===== src/rtl/uart_pkg.sv =====
// rtl/uart_pkg.sv - shared UART types and parity helper
package uart_pkg;

   typedef enum logic [1:0] {
      PAR_NONE = 2'd0,
      PAR_EVEN = 2'd1,
      PAR_ODD  = 2'd2
   } parity_t;

   typedef enum logic [2:0] {
      IDLE,
      START,
      DATA,
      PARITY,
      STOP
   } rx_state_t;

   // Parity bit a well-formed frame carries for the given data; data is zero-extended to 9 bits
   function automatic logic parity_expected(input logic [8:0] data, input parity_t mode);
      return (mode == PAR_ODD) ? ~(^data) : (^data);
   endfunction

endpackage


===== src/rtl/uart_sync.sv =====
// rtl/uart_sync.sv - two-flop synchroniser for the idle-high serial line
module uart_sync (
   input  logic _clock,
   input  logic _reset,
   input  logic _in,
   output logic _out
);

   logic meta;

   // Two flops in series; both reset to the idle line level
   always_ff @(posedge _clock) begin
      if (!_reset) begin
         meta <= 1'b1;
         _out <= 1'b1;
      end else begin
         meta <= _in;
         _out <= meta;
      end
   end

endmodule


===== src/rtl/uart_rx_frame.sv =====
// rtl/uart_rx_frame.sv - configurable serial frame receiver; UART_RX_MAJORITY_EN selects 2-of-3 bit voting
module uart_rx_frame #(
   parameter int CLOCKS_PER_BIT = 4,
   parameter int DATA_BITS      = 8,
   parameter int PARITY         = 0,
   parameter int STOP_BITS      = 1
) (
   input  logic                 _clock,
   input  logic                 _reset,
   input  logic                 _in,
   output logic [DATA_BITS-1:0] _out,
   output logic                 _out_valid,
   input  logic                 _out_ready,
   output logic                 _frame_err,
   output logic                 _parity_err,
   output logic                 _overrun,
   output logic                 _busy
);

   import uart_pkg::*;

   localparam int DW  = $clog2(CLOCKS_PER_BIT);
   localparam int BW  = $clog2(DATA_BITS + 1);
   localparam int MID = CLOCKS_PER_BIT / 2;
`ifdef UART_RX_MAJORITY_EN
   localparam int DECIDE = MID + 1;
`else
   localparam int DECIDE = MID;
`endif

   localparam logic [DW-1:0] D_DECIDE  = DW'(DECIDE);
   localparam logic [DW-1:0] D_LAST    = DW'(CLOCKS_PER_BIT - 1);
   localparam logic [BW-1:0] B_LAST    = BW'(DATA_BITS - 1);
   localparam logic          STOP_LAST = 1'(STOP_BITS - 1);
   localparam parity_t       PAR_MODE  = parity_t'(PARITY);

   logic                 rx_s;
   logic                 bit_val;
   rx_state_t            state;
   logic [DW-1:0]        delay;
   logic [BW-1:0]        bit_cnt;
   logic                 stop_cnt;
   logic [DATA_BITS-1:0] shift;
   logic                 fe_acc;
   logic                 pe_acc;

   uart_sync u_sync (
      ._clock (_clock),
      ._reset (_reset),
      ._in    (_in),
      ._out   (rx_s)
   );

`ifdef UART_RX_MAJORITY_EN
   localparam logic [DW-1:0] D_EARLY = DW'(MID - 1);
   localparam logic [DW-1:0] D_MID   = DW'(MID);

   logic s_early;
   logic s_mid;

   // Hold the two samples preceding the deciding one so the vote resolves at MID+1
   always_ff @(posedge _clock) begin
      if (!_reset) begin
         s_early <= 1'b1;
         s_mid   <= 1'b1;
      end else begin
         if (delay == D_EARLY) s_early <= rx_s;
         if (delay == D_MID)   s_mid   <= rx_s;
      end
   end

   assign bit_val = (s_early & s_mid) | (s_early & rx_s) | (s_mid & rx_s);
`else
   assign bit_val = rx_s;
`endif

   assign _busy = (state != IDLE);

   // Frame state machine plus the single-entry valid/ready output register
   always_ff @(posedge _clock) begin
      if (!_reset) begin
         state       <= IDLE;
         delay       <= '0;
         bit_cnt     <= '0;
         stop_cnt    <= 1'b0;
         shift       <= '0;
         fe_acc      <= 1'b0;
         pe_acc      <= 1'b0;
         _out        <= '0;
         _out_valid  <= 1'b0;
         _frame_err  <= 1'b0;
         _parity_err <= 1'b0;
         _overrun    <= 1'b0;
      end else begin
         _overrun <= 1'b0;
         if (_out_valid && _out_ready) _out_valid <= 1'b0;
         delay <= (delay == D_LAST) ? '0 : delay + 1'b1;

         case (state)
            IDLE: begin
               delay <= '0;
               if (!rx_s) begin
                  state    <= START;
                  bit_cnt  <= '0;
                  stop_cnt <= 1'b0;
                  fe_acc   <= 1'b0;
                  pe_acc   <= 1'b0;
               end
            end
            START: begin
               if (delay == D_DECIDE && bit_val) begin
                  // Line went back high before mid-bit: not a real start bit
                  state <= IDLE;
                  delay <= '0;
               end else if (delay == D_LAST) begin
                  state <= DATA;
               end
            end
            DATA: begin
               if (delay == D_DECIDE) shift <= {bit_val, shift[DATA_BITS-1:1]};
               if (delay == D_LAST) begin
                  bit_cnt <= bit_cnt + 1'b1;
                  if (bit_cnt == B_LAST) begin
                     bit_cnt <= '0;
                     state   <= (PAR_MODE == PAR_NONE) ? STOP : uart_pkg::PARITY;
                  end
               end
            end
            uart_pkg::PARITY: begin
               if (delay == D_DECIDE) pe_acc <= (bit_val != parity_expected(9'(shift), PAR_MODE));
               if (delay == D_LAST) state <= STOP;
            end
            STOP: begin
               if (delay == D_DECIDE) begin
                  if (stop_cnt == STOP_LAST) begin
                     // Commit on the last stop sample and return to IDLE early to catch a back-to-back start
                     state <= IDLE;
                     delay <= '0;
                     if (!_out_valid || _out_ready) begin
                        _out        <= shift;
                        _frame_err  <= fe_acc | ~bit_val;
                        _parity_err <= pe_acc;
                        _out_valid  <= 1'b1;
                     end else begin
                        _overrun <= 1'b1;
                     end
                  end else if (!bit_val) begin
                     fe_acc <= 1'b1;
                  end
               end
               if (delay == D_LAST) stop_cnt <= 1'b1;
            end
            default: begin
               state <= IDLE;
               delay <= '0;
            end
         endcase
      end
   end

endmodule

===== config.mk =====
export PLATFORM = sky130hd
export DESIGN_NAME = uart_rx_frame
export DESIGN_NICKNAME = d
export VERILOG_FILES = /design/src/rtl/uart_pkg.sv /design/src/rtl/uart_sync.sv /design/src/rtl/uart_rx_frame.sv
export SDC_FILE = /design/constraint.sdc
export NUM_CORES = 1
export LEC_CHECK = 0
export CORE_AREA = 2 2 55 57
export CTS_CLUSTER_SIZE = 28
export DETAILED_ROUTE_END_ITERATION = 8
export DIE_AREA = 0 0 57 59
export PLACE_DENSITY = 0.86
export SLEW_MARGIN = 5
export SYNTH_ARGS = -nofsm -noshare
export SYNTH_HDL_FRONTEND = slang
export SYNTH_HIERARCHICAL = 1
export SYNTH_SLANG_ARGS = --single-unit

===== constraint.sdc =====
create_clock -name _clock -period 3.2 [get_ports _clock]
set_clock_uncertainty 0.2 [all_clocks]
set_input_delay 0.32 -clock _clock [delete_from_list [all_inputs] [get_ports _clock]]
set_output_delay 0.32 -clock _clock [all_outputs]
set_load 0.005 [all_outputs]

* Word-level counts from Yosys, hierarchy flattened
Cells that the tools add are included.
Word-level totals: bits of input ports 4, output and inout bits 13, flip-flop bits (word level) 34
Operators by class: equal/unequal tests 19, reduce and logical (&&, ||, !) cells 19, mux-type cells 33, bitwise logic cells 6, $add $sub $neg 2
Operator list (number):
- 3-bit two-way mux | 8
- 2-bit != test, second input constant | 10
- 3-bit one-hot mux with 5 select lines | 1
- 1-bit two-way mux | 12
- 4-bit two-way mux | 3
- 3-bit AND reduction | 3
- 9-bit XOR reduction | 1
- 2-bit two-way mux | 4
- 4-bit one-hot mux with 2 select lines | 1
- 7-bit AND reduction | 1
- 3-bit by 2-bit equality test with 1-bit output, second input constant | 2
- 1-bit one-hot mux with 2 select lines | 3
- 2-bit one-hot mux with 3 select lines | 1
- 2-bit nonzero test | 3
- 1-bit inverter | 5
- 5-bit AND reduction | 1
- 4-bit by 1-bit adder with 4-bit output, second input constant | 1
- 2-bit equality test, second input constant | 2
- 4-bit by 3-bit equality test with 1-bit output, second input constant | 1
- 4-bit AND reduction | 1
- 4-bit OR reduction | 1
- 3-bit by 1-bit equality test with 1-bit output, second input constant | 1
- 3-bit equality test, second input constant | 1
- 3-bit zero test | 1
- 10 further kinds | 11

* Longest topological paths before layout
Gate-level depths: netlist of run 1.
word-level depth 6, depth in mapped cells 7, mapped depth without buffers 6

* Modules after synthesis
The synthesis of run 1 kept the hierarchy.
By module, submodules not included:
- uart_rx_frame | area each 1456.4 um2, seq. area each 640.6 um2, times used 1, cells each 167
- uart_sync | area each 52.6 um2, seq. area each 40.0 um2, times used 1, cells each 4

* Least setup slack after synthesis of run 1
OpenSTA, ideal clock, no wires.
path kind register to register, start point register delay[0], end point register _frame_err, cell stages (with the launch flop) 7, path slack 1.443 ns, period minus slack after synthesis 1.757 ns, arrival time 1.435 ns, setup time 0.122 ns, data required time 2.878 ns, cells stage by stage dfxtp_1 > inv_1 > ha_1 > nor2b_1 > nand4_1 > buf_2 > o311a_1
On the way: word-level cells in the longest chain between the ends 2
Ends and longest elaborated chain:
- start, declared | line uart_rx_frame.sv:40 | logic [DW-1:0] delay;
- start signal, assigned | line uart_rx_frame.sv:97 | delay <= (delay == D_LAST) ? '0 : delay + 1'b1;
- 2-bit equality test | line uart_rx_frame.sv:134 | if (delay == D_DECIDE) begin
- 4-bit AND reduction (no source line)
- end signal, assigned | line uart_rx_frame.sv:141 | _frame_err <= fe_acc | ~bit_val;
- end, declared | line uart_rx_frame.sv:14 | output logic _frame_err,
No other way between the ends. A chain may end at the register's enable or synchronous reset.

* Final worst setup path of run 1
Same ends and word-level chain as after synthesis.

==> results of run 1 <==
-- metal layers --
layer | up-vias | wire, um
met5 | - | 0
met4 | 0 | 46
met3 | 6 | 156
met2 | 34 | 1670
met1 | 578 | 1312
li1 | 625 | -
-- cell families after synthesis --
| kind of cell | count (synthesis) | synth area share |
|---|---|---|
| and+or+nand+nor | 71 | 0.2347 |
| xor gates and xnor gates | 6 | 0.04395 |
| DFF | 34 | 0.4511 |
| muxes | 9 | 0.05970 |
| buffers and inverters | 13 | 0.03814 |
| adders and majority gates | 4 | 0.03317 |
| AOI/OAI and AO/OA | 34 | 0.1393 |
-- stage by stage --
| step | cell area, um2 | utilization |
|---|---|---|
| finish | 1740 | 0.6422 |
| CTS | 1740 | 0.6422 |
| global route | 1740 | 0.6422 |
| detailed placement | 1665 | 0.6145 |
| global placement | 1665 | 0.6145 |
| floorplan | 1509 | - |
-- report_power, final --
| group | leakage (nW) | internal (mW) | switching (mW) | total [mW] |
|---|---|---|---|---|
| registers | 0.274 | 0.426 | 0.00574 | 0.431 |
| logic | 0.411 | 0.0124 | 0.0175 | 0.0300 |
| clock network | 0.0395 | 0.166 | 0.141 | 0.307 |
-- cells in the mapped netlist (all sizes together), types with 3 or more instances --
cell	instances	area, um2
nand2	25	96.35
mux2i	9	90.09
nand3	3	15.01
a21oi	17	85.08
ha	4	50.05
o21ai	6	30.03
nand2b	4	25.02
nor4	3	18.77
xnor2	3	26.28
inv	3	11.26
buf	7	35.03
dfxtp	34	680.7
nor2	17	68.81
nand4	4	25.02
-- state kept, by name, indices dropped and copies added (netlist names) --
name         flops
shift            8
stop_cnt         1
_overrun         1
delay            2
state            3
pe_acc           1
_out_valid       1
_out             8
u_sync/meta      1
fe_acc           1
u_sync/_out      1
_frame_err       1
_parity_err      1
bit_cnt          4
-- area by class of cell --
cell class | instances | area share
multi-input cells | 124 | 0.4428
flip-flops and latches | 34 | 0.3911
repair buffers | 16 | 0.09202
clock buffers | 7 | 0.02588
well taps | 31 | 0.02229
clock inverters | 1 | 0.01725
inverters | 4 | 0.008627
-- worst max path at each step --
stage	start	slack, ns	end	depth (start not counted)
after floorplan	delay[0]$_SDFF_PN0_	1.44	_frame_err$_SDFFE_PN0P_	6
after global placement	_out_ready	0.90	_frame_err$_SDFFE_PN0P_	4
after detailed placement	delay[0]$_SDFF_PN0_	0.79	_frame_err$_SDFFE_PN0P_	5
after CTS	delay[0]$_SDFF_PN0_	0.74	_frame_err$_SDFFE_PN0P_	5
after global routing	delay[0]$_SDFF_PN0_	0.57	_frame_err$_SDFFE_PN0P_	5
final	delay[0]$_SDFF_PN0_	0.75	_frame_err$_SDFFE_PN0P_	5
-- worst max-delay path, cell delays in order (launching register included) --
cell     delay, ns
dfxtp_1       0.35
inv_1         0.07
ha_1          0.30
nor2b_1       0.25
nand4_1       0.62
o311a_1       0.55
==> results.ini, run 1 <==
[pwr]
total_power_mw=0.7681
powerDensity_mw_per_mm2=441.3
p_leak_nw=0.7250
vdd_drop_max_uv=369.8

[finish]
seq_area_um2=680.7
drive_gt1_frac=0.05914
multiInputGateArea_um2=770.7
syn_to_final_growth_pct=15.34
stdcell_count=217
layout_commonest_cell=dfxtp_1
nets=193
antennaDiodeCount=0
layout.filler_cells=237
layout_common_cells=dfxtp_1 (34), nand2_1 (24), a21oi_1 (17)

[floorplan]
dieArea_mm2=0.003363
die_w_um=57
ioPinCount=17
fp.coreArea_mm2=0.002710
initial_core_util=0.5568
die_h_um=59
row_count=19

[synth]
seq_area_frac_synth=0.4511
ys_ff_latch=34
ys_async_sr_fraction=0
ys.flop_type=dfxtp_1
synth_nets=179
yosysWarnings=6
synth_area_per_cell_um2=8.824
syn_area_mm2=0.001509
syn-instance-count=171
ys_types=41
synth_edf_count=0

[critical_path]
timing.rr.start=delay[0]$_SDFF_PN0_
cp-start-kind=flop
rr_worst_depth=5
arrival_ns=2.48
critPathCaptureType=flop
critPathKind=flop to flop
cp_max_fo=11
r2r_end=_frame_err$_SDFFE_PN0P_
r2r_setup_slack_ns=0.75
worst_ep_required_time_ns=3.23

[routing]
wl_mm=3.186
routedWlPerCell_um=14.68
drt_iter0_markers=39
vias=1243
dr.pass1.iters=4
avgViaCountPerCell=5.728
drc=0
ant_nets=0

[global_route]
use_met2=0.3727
use_met1=0.2319
busiest_layer=met2
grt_usage=0.2064
antenna_found_initial=0
grt_util_met3=0.06114
grt_pass1_vias=1196
grt_pass1_wl_mm=5.326
grt_max_degree=27
gr-total-overflow=0

[timing]
fin_hold_ws_ns=0.2657
rsz0062_at_grt=false
period_share=0.7645
slew_violations=0
fin_crit_ns=2.447
relSlewSlack=0.5003
fmax_mhz=408.7
setup-tns-final_ns=0
worst_slack_ns=0.7534
finalHoldViolations=0
setup_viol=0
worstMarginPinSlew_ns=0.7473

[place]
io_buffers=16
gp_congestion=0.8298
dp.cells=209
dp_slack_ns=0.7917
dpl.hpwl_mm=2.231

[clock_tree]
cts-htree-levels=2
cts_hold_buffers=0
cts_buffer_depth=2
root_buffer=clkbuf_4
cts_tree=done
clkSinkCount=34
cts_buffers=5
post_cts_buffers=0
cts_resized=0
clk_latency_ns=0.34
clk_pin_slew_worst_paths_ns=0.10

[hold_path]
holdPathEnd=u_sync/_out$_SDFF_PN1_
hold_path_depth=1
min-delay-path-class=flop to flop
worstHoldStart=u_sync/meta$_SDFF_PN1_

[outcome]
status=finished, final reports clean

[run]
maxCapViolations=0

Power figures use the tool's default switching activity.
==> run 2: changes to the inputs <==
CORE_AREA = 2 2 56 58   (was 2 2 55 57)
DIE_AREA = 0 0 58 60   (was 0 0 57 59)
PLACE_DENSITY = 0.84   (was 0.86)
clock period = 2.45 ns   (was 3.2 ns; I/O delays follow)
==> results.ini, run 2 (synthesis results as in run 1) <==
[outcome]
status=finished, final reports clean

[clock_tree]
root_buffer=clkbuf_4
post_cts_buffers=0
clk_latency_ns=0.34
clk_pin_slew_worst_paths_ns=0.10
cts_buffers=5
cts_hold_buffers=0
clkSinkCount=34
cts_tree=done
cts-htree-levels=2
cts_resized=0
cts_buffer_depth=2

[routing]
wl_mm=2.977
vias=1257
avgViaCountPerCell=5.662
ant_nets=0
drc=0
dr.pass1.iters=4
routedWlPerCell_um=13.41
drt_iter0_markers=20

[global_route]
grt_pass1_vias=1219
grt_max_degree=19
grt_usage=0.1934
grt_pass1_wl_mm=5.023
gr-total-overflow=0
antenna_found_initial=0

[critical_path]
critPathCaptureType=primary output
cp-start-kind=flop
critPathKind=flop to primary output
r2r_setup_slack_ns=0.49
cp-startpoint=state[1]$_SDFFE_PN0P_
rr_worst_depth=6
r2r_end=state[1]$_SDFFE_PN0P_
timing.rr.start=delay[0]$_SDFF_PN0_
cp_max_fo=18
worst_ep_required_time_ns=2.01
endpoint=_busy
arrival_ns=1.75

[timing]
rsz0062_at_grt=false
slew_violations=0
fmax_mhz=455.5
setup-tns-final_ns=0
fin_hold_ws_ns=0.2153
worstMarginPinSlew_ns=0.5082
relSlewSlack=0.6608
fin_crit_ns=2.195
finalHoldViolations=0
period_share=0.8960
setup_viol=0

[floorplan]
ioPinCount=17
dieArea_mm2=0.003480
die_h_um=60
initial_core_util=0.5198
die_w_um=58
fp.coreArea_mm2=0.002903
row_count=20

[finish]
final_util=0.6043
nets=196
layout.filler_cells=258
layout_commonest_cell=dfxtp_1
top_regs=_out (8), shift (8), bit_cnt (4)
antennaDiodeCount=0
drive_gt1_frac=0.08466
syn_to_final_growth_pct=16.25
layout_common_cells=dfxtp_1 (34), nand2_1 (24), a21oi_1 (17)
stdcell_count=222

[hold_path]
min-delay-path-class=flop to flop

[place]
gp_congestion=0.8478
io_buffers=16
dpl.hpwl_mm=2.151
dp.cells=214

[run]
maxCapViolations=0

[pwr]
powerDensity_mw_per_mm2=530.2
p_leak_nw=0.7335
vdd_drop_max_uv=522.6

run 2: worst min-delay path by stage:
stage / start / end / slack [ns] / cells after the start
2_1_floorplan: _reset / u_sync/_out$_SDFF_PN1_ / 0.12 / 1
3_3_place_gp: u_sync/meta$_SDFF_PN1_ / u_sync/_out$_SDFF_PN1_ / 0.19 / 1
3_5_place_dp: u_sync/meta$_SDFF_PN1_ / u_sync/_out$_SDFF_PN1_ / 0.19 / 1
4_1_cts: u_sync/meta$_SDFF_PN1_ / u_sync/_out$_SDFF_PN1_ / 0.22 / 1
5_1_grt: u_sync/meta$_SDFF_PN1_ / u_sync/_out$_SDFF_PN1_ / 0.23 / 1
6_report: u_sync/meta$_SDFF_PN1_ / u_sync/_out$_SDFF_PN1_ / 0.22 / 1
run 2: power breakdown:
group,internal [mW],switching [mW],leakage (nW)
clock network,0.138,0.187,0.0343
registers,0.556,0.00679,0.274
logic,0.0183,0.0236,0.425
run 2: per-layer routing:
layer	GRT usage	vias to the layer above	wire, um
met4	0.09635	0	61
met2	0.3360	35	1493
li1	-	630	-
met1	0.2081	584	1248
met5	0	-	0
met3	0.06926	8	174
run 2: area by class of cell:
type / instances / area, um2 / area share
flip-flops and latches: 34 / 680.7 / 0.3880
inverters: 4 / 15.01 / 0.008559
well taps: 33 / 41.29 / 0.02354
clock inverters: 2 / 12.51 / 0.007133
multi-input cells: 124 / 770.7 / 0.4394
clock buffers: 6 / 51.30 / 0.02924
repair buffers: 19 / 182.7 / 0.1041
run 2: metrics by stage:
step	area (um2)	power (mW)	worst slack (ns)
6_report	1754	0.9300	0.2548
5_1_grt	1754	0.9634	0.09996
4_1_cts	1754	0.9406	0.2545
3_5_place_dp	1690	0.6167	0.5227
3_3_place_gp	1690	0.6147	0.6514
2_1_floorplan	1509	0.6003	0.6932
run 2: critical path, stage by stage, from the launching register on:
cell             delay (ns)
dfxtp_1                0.65
inv_1                  0.17
nand2_1                0.09
clkdlybuf4s50_1        0.50
==> run 3: changes to the inputs <==
CORE_AREA = 2 2 55 57   (was 2 2 56 58)
DIE_AREA = 0 0 57 59   (was 0 0 58 60)
SLEW_MARGIN = 20   (was 5)
SYNTH_HIERARCHICAL = unset   (was 1)
==> results.ini, run 3 <==
[timing]
setup-tns-final_ns=0
finalHoldViolations=0
fmax_mhz=444.1
setup_viol=0
worst_slack_ns=0.1980
rsz0062_at_grt=false
period_share=0.9192
relSlewSlack=0.6875
worstMarginPinSlew_ns=0.4670
fin_crit_ns=2.252
slew_violations=0

[synth]
synth_area_per_cell_um2=9.126
synth_nets=168
ys_ff_latch=34
syn_area_mm2=0.001460
syn-instance-count=160
yosys-top-cells-count=dfxtp_1 (34), nand2_1 (21), nor2_1 (16)
synthTopCellsByArea=dfxtp_1 (47%), mux2i_1 (6.2%), nand2_1 (5.4%)
synth_top_cell_by_area=dfxtp_1
yosysWarnings=0
ys_types=40
synth_edf_count=0
seq_area_frac_synth=0.4662
ys_async_sr_fraction=0
ys.flop_type=dfxtp_1
yosysMostFrequentCell=dfxtp_1
yosysTopAreaCellShare=0.4662

[clock_tree]
root_buffer=clkbuf_4
clk_latency_ns=0.34
cts-htree-levels=2
cts_resized=0
post_cts_buffers=0
cts_buffers=5
cts_buffer_depth=2
clkSinkCount=34
clk_pin_slew_worst_paths_ns=0.10
cts_hold_buffers=0
cts_tree=done

[place]
post_dp_cell_area_mm2=0.001642
dp.cells=202
dpl.hpwl_mm=2.004
dp_slack_ns=0.2244
io_buffers=16
gp_congestion=0.7211

[finish]
stdcell_count=210
syn_to_final_growth_pct=16.54
layout_common_cells=dfxtp_1 (34), nand2_1 (21), nor2_1 (16), clkdlybuf4s50_1 (16), a21oi_1 (15)
layout_commonest_cell=dfxtp_1
final_area_mm2=0.001702
nets=186
drive_gt1_frac=0.07263
antennaDiodeCount=0
top_regs=_out (8), shift (8), bit_cnt (4)

[routing]
ant_nets=0
avgViaCountPerCell=5.586
dr.pass1.iters=4
drc=0
routedWlPerCell_um=13.34
wl_mm=2.801
vias=1173
drt_iter0_markers=30

[global_route]
grt_pass1_vias=1127
grt_usage=0.1933
busiest_layer=met2
grt_util_met3=0.06987
grt_max_degree=29
use_met2=0.3399
grt_pass1_wl_mm=4.905
use_met1=0.2121
antenna_found_initial=0
gr-total-overflow=0

[pwr]
total_power_mw=0.9395
p_leak_nw=0.6866
vdd_drop_max_uv=519.4
powerDensity_mw_per_mm2=552.1

[critical_path]
arrival_ns=2.31
cp-start-kind=flop
critPathKind=flop to flop
worst_ep_required_time_ns=2.51
critPathCaptureType=flop
cp-startpoint=delay[0]$_SDFF_PN0_
cp_max_fo=7
timing.rr.start=delay[0]$_SDFF_PN0_
rr_worst_depth=5
r2r_end=bit_cnt[3]$_SDFFE_PN0P_
r2r_setup_slack_ns=0.20

[hold_path]
hold_path_depth=1
min-delay-path-class=flop to flop
worstHoldStart=u_sync.meta$_SDFF_PN1_
holdPathEnd=u_sync._out$_SDFF_PN1_

[outcome]
status=finished, final reports clean

[floorplan]
fp.coreArea_mm2=0.002710
die_w_um=57
initial_core_util=0.5388
row_count=19
ioPinCount=17
die_h_um=59
dieArea_mm2=0.003363

[run]
maxCapViolations=0

## run 3: worst max path at each step
stage,cells past startpoint,slack [ns],end
finish,5,0.20,bit_cnt[3]$_SDFFE_PN0P_
CTS,5,0.21,bit_cnt[3]$_SDFFE_PN0P_
floorplan,5,0.40,bit_cnt[3]$_SDFFE_PN0P_
global placement,5,0.36,bit_cnt[3]$_SDFFE_PN0P_
global route,5,0.14,bit_cnt[3]$_SDFFE_PN0P_
detailed placement,5,0.22,bit_cnt[3]$_SDFFE_PN0P_
## run 3: cells by family (layout without fill, tap and decap cells)
group	Yosys count	in the layout	synth area share
AND/OR/NAND/NOR	61	61	0.2091
flip-flops	34	34	0.4662
AO/OA/AOI/OAI	32	32	0.1363
buffers and inverters	12	31	0.03513
multiplexers	9	9	0.06170
XOR/XNOR	8	8	0.05741
adder cells (fa/ha/maj)	4	4	0.03428
## run 3: where the power goes
part           total (mW)  switching, mW  internal (mW)
sequential          0.567        0.00873          0.558
combinational      0.0551         0.0296         0.0256
clock               0.318          0.179          0.139
total               0.939          0.217          0.722
## run 3: layout make-up
type / count / area (um2)
Timing Repair Buffer: 18 / 175.2
Multi-Input combinational cell: 114 / 728.2
Clock buffer: 7 / 55.05
Sequential cell: 34 / 680.7
Inverter: 5 / 18.77
Clock inverter: 1 / 5.005
Fill cell: 241 / 1008
Tap cell: 31 / 38.79
## run 3: worst max-delay path, stage by stage (launching register included)
cell and delay [ns]:
dfxtp_1 0.39, ha_1 0.31, nor2b_2 0.08, or4_4 0.50, or4_1 0.52, a21oi_1 0.18
## run 3: per-layer routing
metal  vias up  wire [um]
li1        589          -
met1       550       1198
met2        29       1416
met3         5        132
met4         0         53
met5         -          0
## run 3: through the flow
step	hold WS (ns)	utilization
finish	0.2221	0.6279
global placement	0.1945	0.6057
detailed placement	0.2037	0.6057
CTS	0.2285	0.6279
floorplan	0.1180	-
global route	0.2511	0.6279
